--- src/rtl/rr_requester.sv ---
// Per-client job counters feeding a registered request vector to an external arbiter.
// Requests freeze while the arbiter stalls; grant protocol and overflow errors are sticky.
module rr_requester #(
  parameter int CLIENTS = 32,
  parameter int DEPTH   = 4
) (
  input  logic                                  clock,
  input  logic                                  reset,
  input  logic [CLIENTS-1:0]                    job_valid,
  output logic [CLIENTS-1:0]                    job_ready,
  input  logic                                  stall,
  input  logic [CLIENTS-1:0]                    grant,
  output logic [CLIENTS-1:0]                    request,
  output logic [$clog2(CLIENTS*DEPTH+1)-1:0]    pending_total,
  output logic                                  overflow,
  output logic                                  grant_err
);

  localparam int CW = $clog2(DEPTH + 1);
  localparam int PW = $clog2(CLIENTS * DEPTH + 1);

  logic [CW-1:0]      cnt_p0   [CLIENTS];
  logic [CW-1:0]      cnt_next [CLIENTS];
  logic [CLIENTS-1:0] accept;
  logic [CLIENTS-1:0] consume;
  logic [CLIENTS-1:0] req_next;
  logic [PW-1:0]      sum_c;
  logic               ovf_hit;
  logic               gerr_hit;

  // Simultaneous accept and consume cancel; the counter can never wrap because
  // accept needs cnt < DEPTH and consume needs a live request (cnt > 0).
  function automatic logic [CW-1:0] cnt_step(input logic [CW-1:0] c,
                                             input logic          inc,
                                             input logic          dec);
    if (inc && !dec) return c + CW'(1);
    if (dec && !inc) return c - CW'(1);
    return c;
  endfunction

  function automatic logic multi_hot(input logic [CLIENTS-1:0] v);
    return (v & (v - CLIENTS'(1))) != '0;
  endfunction

  always_comb begin
    for (int i = 0; i < CLIENTS; i++) begin
      job_ready[i] = (cnt_p0[i] < CW'(DEPTH));
    end
  end

  assign accept  = job_valid & job_ready;
  assign consume = grant & request & {CLIENTS{!stall}};

  always_comb begin
    sum_c = '0;
    for (int i = 0; i < CLIENTS; i++) begin
      cnt_next[i] = cnt_step(cnt_p0[i], accept[i], consume[i]);
      req_next[i] = stall ? request[i] : (cnt_next[i] != '0);
      sum_c       = sum_c + PW'(cnt_p0[i]);
    end
  end

  assign ovf_hit  = |(job_valid & ~job_ready);
  assign gerr_hit = multi_hot(grant) || (|(grant & ~request));

  // Stage p0: counters, request vector, running total and sticky flags
  always_ff @(posedge clock) begin
    if (reset) begin
      for (int i = 0; i < CLIENTS; i++) begin
        cnt_p0[i] <= '0;
      end
      request       <= '0;
      pending_total <= '0;
      overflow      <= 1'b0;
      grant_err     <= 1'b0;
    end else begin
      for (int i = 0; i < CLIENTS; i++) begin
        cnt_p0[i] <= cnt_next[i];
      end
      request       <= req_next;
      pending_total <= sum_c;
      overflow      <= overflow | ovf_hit;
      grant_err     <= grant_err | gerr_hit;
    end
  end

endmodule

--- config.mk ---
export PLATFORM = sky130hd
export DESIGN_NAME = rr_requester
export DESIGN_NICKNAME = d
export VERILOG_FILES = /design/src/rtl/rr_requester.sv
export SDC_FILE = /design/constraint.sdc
export NUM_CORES = 1
export LEC_CHECK = 0
export CORE_UTILIZATION = 30
export CTS_CLUSTER_SIZE = 12
export DETAILED_ROUTE_END_ITERATION = 7
export GPL_ROUTABILITY_DRIVEN = 1
export PLACE_DENSITY = 0.53
export SETUP_SLACK_MARGIN = 0.05
export SYNTH_ARGS = -nofsm -noshare
export SYNTH_HDL_FRONTEND = slang
export SYNTH_SLANG_ARGS = --single-unit
--- constraint.sdc ---
create_clock -name clock -period 14.73 [get_ports clock]
set_input_delay 4.419 -clock clock [delete_from_list [all_inputs] [get_ports clock]]
set_output_delay 4.419 -clock clock [all_outputs]
set_load 0.01 [all_outputs]
## Word level (Yosys, flattened, before mapping)

Memory sizes are Yosys's and may differ from the RTL's.
Cells that the tools add are included.
Widths: inputs -> output; s select.

- Magnitude comparators: 32
- Reduce and logical (&&, ||, !) cells: 165
- Bitwise gates (word level): 42
- Muxes and demuxes: 259
- $add $sub $neg: 96

Operator list:

| cell | number |
|---|---|
| $mux 3 | 160 |
| $add 8x3->8 | 26 |
| $and 32x32->32 | 6 |
| $mux 1 | 99 |
| $add 3x1->3 const B | 32 |
| $lt 3x3->1 const B | 32 |
| $reduce_bool 3->1 | 32 |
| $sub 3x1->3 const B | 32 |
| $logic_not 1->1 | 65 |
| $logic_and 1x1->1 | 64 |
| $not 32->32 | 2 |
| $reduce_or 32->1 | 2 |
| $or 1x1->1 | 34 |
| $reduce_bool 32->1 | 1 |
| $sub 32x1->32 const B | 1 |
| $add 7x3->8 | 1 |
| $add 6x3->7 | 1 |
| $add 5x3->6 | 1 |
| $add 4x3->5 | 1 |
| $add 3x3->4 | 1 |
| $logic_or 1x1->1 | 1 |

- Memories: 1
- RAM bits: 96
- Flip-flop bits (word level): 42
- Logic and storage cells: 599
- Input port bits: 67
- Output and inout bits: 74

Memories:

| memory | words | bits a word | rd ports | clocked after memory_dff | write ports | line | RTL |
|---|---|---|---|---|---|---|---|
| cnt_p0 | 32 | 3 | 32 | 0 | 32 | 22 | `logic [CW-1:0] cnt_p0 [CLIENTS];` |

## Logic depth before layout (Yosys ltp)

Gate-level depths: netlist of the first run.

- Depth after elaboration: 31
- Depth in mapped cells: 24
- Gate-level depth less buffers: 24

## Least setup slack after synthesis of the first run

OpenSTA, ideal clock, no wires.

- Path kind: flip-flop to flip-flop
- From: mem cnt_p0[1][2] in the netlist's numbering
- To: reg pending_total[7]
- Period minus slack after synthesis: 6.061 ns
- Setup time: 0.128 ns
- Data required time: 14.602 ns
- Setup slack: 8.669 ns
- Stages on the path, launching flop included: 20
- Arrival time: 5.933 ns
- Path buffers: 0
- Path through: dfxtp_1 inv_1 fa_1 inv_1 fa_1 fa_1 fa_1 fa_1 fa_1 fa_1 inv_1 fa_1 inv_1 fa_1 a21o_1 a21oi_1 o21bai_1 a21oi_1 xnor2_1 nor2_1

RTL lines:

| what | line | RTL |
|---|---|---|
| start: declaration | 22 |  |
| end signal: assignment | 81 | `pending_total <= sum_c;` |
| end: declaration | 14 | `output logic [$clog2(CLIENTS*DEPTH+1)-1:0] pending_total,` |

## Final worst setup path of the first run

- From: in stall
- To: reg request[6]

- Cells in the longest elaborated chain, start to end: 8
- Elaborated cells on any way between the ends: 12
- Those cells by class: mux: 6; bitwise: 1; reduce/logical: 5

Ends and longest elaborated chain:

| what | line | RTL |
|---|---|---|
| start: declaration | 11 | `input logic stall,` |
| $logic_not 1->1 | 52 | `assign consume = grant & request & {CLIENTS{!stall}};` |
| $and 32x32->32 | 52 |  |
| $logic_and 1x1->1 | 37 | `if (dec && !inc) return c - CW'(1);` |
| $mux 1 (2 in a row) | 37 |  |
| $mux 3 | 38 | `return c;` |
| $mux 3 | 37 |  |
| $reduce_bool 3->1 | 58 | `req_next[i] = stall ? request[i] : (cnt_next[i] != '0);` |
| end signal: assignment | 80 | `request <= req_next;` |
| end: declaration | 13 | `output logic [CLIENTS-1:0] request,` |

Parallel ways exist; a longest one is shown, timed or not. The select of a mux whose other input is x is not followed.
A chain may end at the register's enable or synchronous reset.

==> key figures, run 1 <==
Place
  • Dpl hpwl: 29580 um
  • Final Wtd Congestion: 0.8615
  • Count of input and output buffers: 140
  • Cell area after placement: 14110 sq um

Worst setup path
  • Cells along the critical path: buf_2 -> buf_4 -> inv_2 -> buf_4 -> nand3_1 -> nor3_1 -> a311oi_1 -> o32ai_1 -> a311oi_1
  • Worst R2R Path Depth: 19
  • Crit path max fanout: 56
  • Reg2Reg Capture Point: pending_total[7]
  • Arr. time, crit path: 7020 ps
  • Crit path buf inv count: 4
  • Slowest cell on crit path: buf_4
  • CP Data Required Time: 15010 ps
  • CP startpoint kind: input pin
  • Critical Path End Type: flop
  • Critical path's largest stage delay: 560 ps
  • Critical path class: in -> reg
  • WP depth: 9
  • Setup crit end: request[6]
  • R2R setup slack: 8340 ps
  • Delay-heaviest family, CP: buffers and inverters
  • Crit path from: stall
  • RR Startpoint: cnt_p0[1][38]

STA
  • Relative slew margins: 0.2586
  • Final hold violation count: 0
  • Final setup fails: 0
  • Unrepaired setup endpoints after global routing: no
  • Fmax: 148.3 MHz
  • Ratio of final minimum period to clock period: 0.4578
  • Hold slack: 519.9 ps
  • Setup tns final: 0 ps
  • Slew Limit Fails: 0
  • Min Tclk post-route: 6743 ps
  • Worst slew pin tran: 1112 ps
  • Setup Skew: 11.52 ps

Detailed routing
  • DRT Pass-1 Iters: 5
  • Routed len/inst: 17.47 um
  • Vias per cell: 5.039
  • Post-route ant nets: 0
  • Residual DRC count: 0
  • DR iter-0 viols: 677
  • Routed Wire Length: 37140 um
  • Vias: 10710

Floorplanning
  • Die area: 41650 sq um
  • # IOs: 141
  • Die width: 204.1 um
  • Core area: 40010 sq um
  • Die Y: 204.1 um
  • Starting Density: 0.3063
  • Rows: 73

Final layout
  • Fillcell total: 4142
  • Ratio of cells with drive above 1 in the final layout: 0.04872
  • Register area: 2763 sq um
  • Design area: 14810 sq um
  • Multi-input gate area: 8369 sq um
  • NumNets Final: 1838
  • Number of diodes: 0
  • Area growth syn-to-layout: 20.85%

Clock tree
  • Post-cts resize count: 0
  • # hold bufs at CTS: 0
  • H-tree lvl count: 4
  • Postcts setup bufs: 0
  • Num CTS Buffers: 17
  • Clock Pin Slew Worst Setup and Hold Paths: 70 ps
  • Clk buf depth: 2
  • CTS Sinks: 138
  • CTS tree: done
  • Root buf cell: clkbuf_16
  • Clk_lat worst skew: 450 ps

Outcome
  • Status: completed

Global route
  • Antenna violations before repair: 0
  • Number of global-route vias before repair: 10120
  • Grt ovf: 0
  • Largest net degree at the start of global routing: 91
  • Gr usage total: 0.1811
  • First-pass GRT wire length: 57190 um

Synth
  • Post-synth EDFFs: 0
  • #FFs+latches synth: 138
  • Post-synth top area cell: dfxtp_1
  • FFs w/ async S/R, synth: 0
  • Ys flop type: dfxtp_1
  • Syn_nets: 1717
  • Top cells by area in the synthesized netlist: dfxtp_1 23%, fa_1 15%, ha_1 9.4%
  • Sequential element share of the synthesized area: 0.2255
  • Synth unique cells: 72
  • Avg Inst Size Synth: 8.352 sq um
  • Syn Inst Count: 1467
  • Cell Area, Synth: 12250 sq um
  • Yosys top cell area share: 0.2255
  • Yosys warns: 0

Power and ir drop
  • PnR Total Power: 4.008 mW
  • Peak VDD IR: 0.0007305 V
  • Pwr per Cell Area: 270.7 nW/um^2
  • Leakage: 6.244 nW

Job
  • Max-cap viol count: 0

Hold path
  • Min-delay worst type: reg -> reg
-- worst min-delay path: stages, from the launching register on --
cell and delay (ps):
dfxtp_1 350, nand2_1 70, a21oi_1 50
-- registers in the layout (all words and copies together), names as in the netlist --
register / flops
pending_total: 8
request: 32
grant_err: 1
cnt_p0: 96
overflow: 1
-- how the worst min path moves through the flow --
stage	from	to	cells past startpoint
2_1_floorplan	cnt_p0[0][44]	cnt_p0[0][44]	2
3_3_place_gp	cnt_p0[1][38]	cnt_p0[1][38]	2
3_5_place_dp	cnt_p0[1][35]	cnt_p0[1][35]	2
4_1_cts	cnt_p0[1][35]	cnt_p0[1][35]	2
5_1_grt	cnt_p0[0][44]	cnt_p0[0][44]	2
6_report	cnt_p0[1][35]	cnt_p0[1][35]	2
-- per-layer routing --
layer  GRT usage  up-vias  share of wire
met5           0        -              0
met4     0.05917        0          0.023
met1      0.2448     5098           0.46
li1            -     5277              -
met3     0.02663       40          0.050
met2      0.2946      297           0.46
-- cell usage after synthesis (18+ instances only) --
cell and count:
nand3_1 40, a211oi_1 22, nand4_1 22, o21ai_0 26, nor2_1 145, xnor2_1 57
inv_1 241, dfxtp_1 138, fa_1 91, ha_1 92, o31ai_1 20, a21oi_1 68
nand3b_1 20, nor3_1 37, nand2_1 116, a31oi_1 18, nor2b_1 22, a311oi_1 44
clkbuf_1 27
-- cell type report --
class | count | area share
multi-input cells | 1046 | 0.5652
flip-flops and latches | 138 | 0.1866
repair buffers | 143 | 0.09565
inverters | 242 | 0.06134
well taps | 525 | 0.04436
clock buffers | 21 | 0.03245
clock inverters | 11 | 0.01445
-- per-stage QoR --
stage,util,setup WS [ps],instances
after floorplan,-,8669,1467
after global placement,0.3528,7643,2094
after detailed placement,0.3528,7542,2094
after CTS,0.3701,7997,2126
after global routing,0.3701,7737,2126
final,0.3701,7987,2126
-- layout by cell type (no fill, tap or decap), drive strengths merged, types with 4 or more instances in the layout --
cell type / instances
a211oi: 22
a21o: 4
a21oi: 68
a221oi: 11
a22o: 5
a22oi: 5
a311oi: 44
a31oi: 18
and3: 7
and3b: 12
buf: 5
bufinv: 6
clkbuf: 21
clkdlybuf4s50: 138
dfxtp: 138
fa: 91
ha: 92
inv: 242
maj3: 12
mux2: 8
mux2i: 14
nand2: 116
nand2b: 10
nand3: 42
nand3b: 35
nand4: 22
nor2: 145
nor2b: 22
nor3: 38
nor4: 7
o211ai: 8
o21ai: 40
o22ai: 14
o31ai: 20
o32ai: 7
or2: 4
or3: 5
xnor2: 57
xor2: 11
-- report_power, final --
group          internal (mW)  switching, mW  leakage (nW)  total [mW]
clock                  0.335          0.182         0.335       0.518
sequential             0.459         0.0906          1.14       0.550
combinational           1.36           1.58          4.77        2.94
total                   2.16           1.85          6.24        4.01
-- cells by family after synthesis --
logic type | count (synthesis) | synth area share
flops | 138 | 0.2255
simple gates | 472 | 0.2017
compound gates | 289 | 0.1613
mux | 22 | 0.01879
fa+ha+maj | 195 | 0.2526
buf+inv | 283 | 0.09149
xor+xnor | 68 | 0.04861
(Power assumes the default switching activity.)
==> run 2, diff against run 1 <==
- PLACE_DENSITY: 0.53 -> 0.55
- clock period: 14.73 -> 5.6 ns (I/O delays scaled with it)
==> key figures, run 2 (synthesis results as in run 1) <==
Floorplanning
  • Core area: 40010 sq um (unchanged)
  • # IOs: 141 (unchanged)
  • Die Y: 204.1 um (unchanged)
  • Rows: 73 (unchanged)
  • Starting Density: 0.3063 (unchanged)
  • Die area: 41650 sq um (unchanged)
  • Die width: 204.1 um (unchanged)

Power and ir drop
  • Switching pwr: 5.718 mW (+210%)
  • Peak VDD IR: 0.002160 V (+200%)
  • Int Power: 7.240 mW (+240%)
  • Sequential power share: 0.105 (-0.032)
  • Net Sw Frac: 0.4413 (-0.02036)
  • Pwr per Cell Area: 816.6 nW/um^2 (+200%)
  • Clock power share: 0.100 (-0.029)
  • Leakage: 6.897 nW (+10%)
  • Combinational share of power: 0.796 (+0.062)

STA
  • Slew Limit Fails: 0 (unchanged)
  • Final hold violation count: 0 (unchanged)
  • Min Tclk post-route: 5879 ps
  • Worst slew pin tran: 993.9 ps (-118.2 ps)
  • Final setup fails: 5 (+5)
  • Unrepaired setup endpoints after global routing: yes
  • Relative slew margins: 0.3374 (+0.07881)
  • Ratio of final minimum period to clock period: 1.050
  • Final WS setup: -279.4 ps (-8267 ps)
  • Setup Skew: 10.38 ps (-1.140 ps)
  • Fmax: 170.1 MHz

Detailed routing
  • Routed len/inst: 17.35 um (-0.70%)
  • Vias: 11410 (+6.5%)
  • Routed Wire Length: 39110 um (+5.3%)
  • Vias per cell: 5.061 (+0.45%)
  • Post-route ant nets: 0 (unchanged)
  • DRT Pass-1 Iters: 6 (+1)
  • Residual DRC count: 0 (unchanged)
  • DR iter-0 viols: 759 (+12%)

Final layout
  • Biggest registers after layout: cnt_p0: 96 flops, request: 32 flops, pending_total: 8 flops
  • Register name with the most flops: cnt_p0
  • Design area: 15870 sq um (+7.2%)
  • Commonest non-fill, non-tap cell in the layout: inv_1
  • Ratio of cells with drive above 1 in the final layout: 0.1497 (+0.1010)
  • Max reg flops: 96 (unchanged)
  • Most frequent cells in the layout: 227 x inv_1, 145 x nor2_1, 138 x clkdlybuf4s50_1, 133 x buf_4, 116 x nand2_1
  • Area growth syn-to-layout: 29.51%
  • Number of diodes: 0 (unchanged)
  • NumNets Final: 1968 (+7.1%)

Hold path
  • Hold wc startpoint: request[10]
  • Min-delay worst type: reg -> reg

Global route
  • Largest net degree at the start of global routing: 83 (-8.8%)
  • Grt ovf: 0 (unchanged)
  • Met1 usage: 0.2564 (+0.01162)
  • Number of global-route vias before repair: 11090 (+9.6%)
  • Antenna violations before repair: 0 (unchanged)
  • Grt peak-use layer: met2
  • First-pass GRT wire length: 60990 um (+6.6%)
  • GR met2 Demand/Resource: 0.3145 (+0.01998)
  • Routing usage on met3: 0.02264 (-0.003986)
  • Gr usage total: 0.1915 (+0.01033)

Worst setup path
  • Slowest cell on crit path: fa_1
  • Critical Path End Type: flop
  • CP startpoint kind: flop
  • Crit path from: cnt_p0[1][38]
  • Crit path max fanout: 2 (-96%)
  • Critical path's largest stage delay: 580 ps (+20 ps)
  • Crit path buf inv count: 4 (unchanged)
  • RR Startpoint: cnt_p0[1][38]
  • Cells along the critical path: inv_2 -> fa_1 -> fa_1 -> inv_1 -> fa_1 -> fa_1 -> fa_1 -> fa_1 -> fa_1 -> inv_1 -> fa_1 -> inv_2 -> fa_2 -> a21o_1 -> a21oi_2 -> o21bai_1 -> a21oi_1 -> xnor2_1 -> nor2_1
  • Delay-heaviest family, CP: adder cells
  • Arr. time, crit path: 6170 ps (-850 ps)
  • Cell mode on critical path: fa_1
  • CP Data Required Time: 5890 ps (-9120 ps)
  • Critical path class: reg -> reg

Clock tree
  • CTS tree: done
  • Clock Pin Slew Worst Setup and Hold Paths: 60 ps (about the same)
  • Num CTS Buffers: 17 (unchanged)
  • Root buf cell: clkbuf_16
  • CTS Sinks: 138 (unchanged)
  • Clk_lat worst skew: 440 ps (about the same)
  • H-tree lvl count: 4 (unchanged)
  • Clk buf depth: 2 (unchanged)

Place
  • Count of input and output buffers: 140 (unchanged)
  • Final Wtd Congestion: 0.9115 (+5.8%)
  • Place WS: -330.2 ps (-7872 ps)
  • Cell area after placement: 15140 sq um (+7.3%)
  • Dpl hpwl: 31460 um (+6.4%)

Job
  • Max-cap viol count: 0 (unchanged)

Outcome
  • Failing checks: negative setup slack
  • Status: complete, but fails checks
run 2: through the flow:
stage | util | power [mW] | TNS, ps | std cells | hold WS [ps]
3_5_place_dp | 0.3784 | 10.39 | -752.5 | 2222 | 545.4
3_3_place_gp | 0.3784 | 10.20 | -562.3 | 2222 | 537.0
4_1_cts | 0.3959 | 12.32 | -762.2 | 2255 | 554.8
2_1_floorplan | - | 7.674 | -81.46 | 1467 | 466.7
6_report | 0.3967 | 12.96 | -744.8 | 2255 | 556.6
5_1_grt | 0.3967 | 14.27 | -1771 | 2255 | 579.8
run 2: final cells by class:
class | instances | area, sq um
inverters | 242 | 908.4
repair buffers | 273 | 2396
flip-flops and latches | 138 | 2805
multi-input cells | 1046 | 8439
clock buffers | 23 | 509.2
clock inverters | 8 | 153.9
well taps | 525 | 656.9
fillers | 4023 | 24140
run 2: power groups by stage:
stage | registers [mW] | logic [mW] | clock network [mW]
after detailed placement | 1.38 | 9.01 | 0
after CTS | 1.36 | 9.63 | 1.32
after floorplan | 1.41 | 6.26 | 0
after global routing | 1.38 | 11.5 | 1.37
after global placement | 1.37 | 8.82 | 0
final | 1.35 | 10.3 | 1.29
run 2: what timing repair did:
action | CTS | global route
gates resized for setup | 5 | 5
hold buffers | 0 | 0
gates cloned | 0 | 0
endpoints found under the setup margin | 4 | 5
buffers inserted | 2 | 1
pin swaps | 7 | 8
run 2: per-layer routing:
layer | vias up | share of wire
li1 | 5518 | -
met1 | 5506 | 0.46
met2 | 335 | 0.47
met3 | 54 | 0.047
met4 | 0 | 0.027
met5 | - | 0
run 2: path summary, 6_finish.rpt:
path	slack [ps]	end	cells after the start
worst max register to register	-280	pending_total[7]	19
worst min-delay path	560	request[10]	2
worst min register to register	560	request[10]	2
worst max-delay path	-280	pending_total[7]	19
run 2: worst register-to-register path, delay by kind of cell (launching register included):
kind / cells / cell delay (ps)
AND/OR/NAND/NOR: 1 / 60
adder cells (fa/ha/maj): 9 / 4460
buffers and inverters: 4 / 200
AO/OA/AOI/OAI: 4 / 550
XOR/XNOR: 1 / 140
flip-flops: 1 / 330
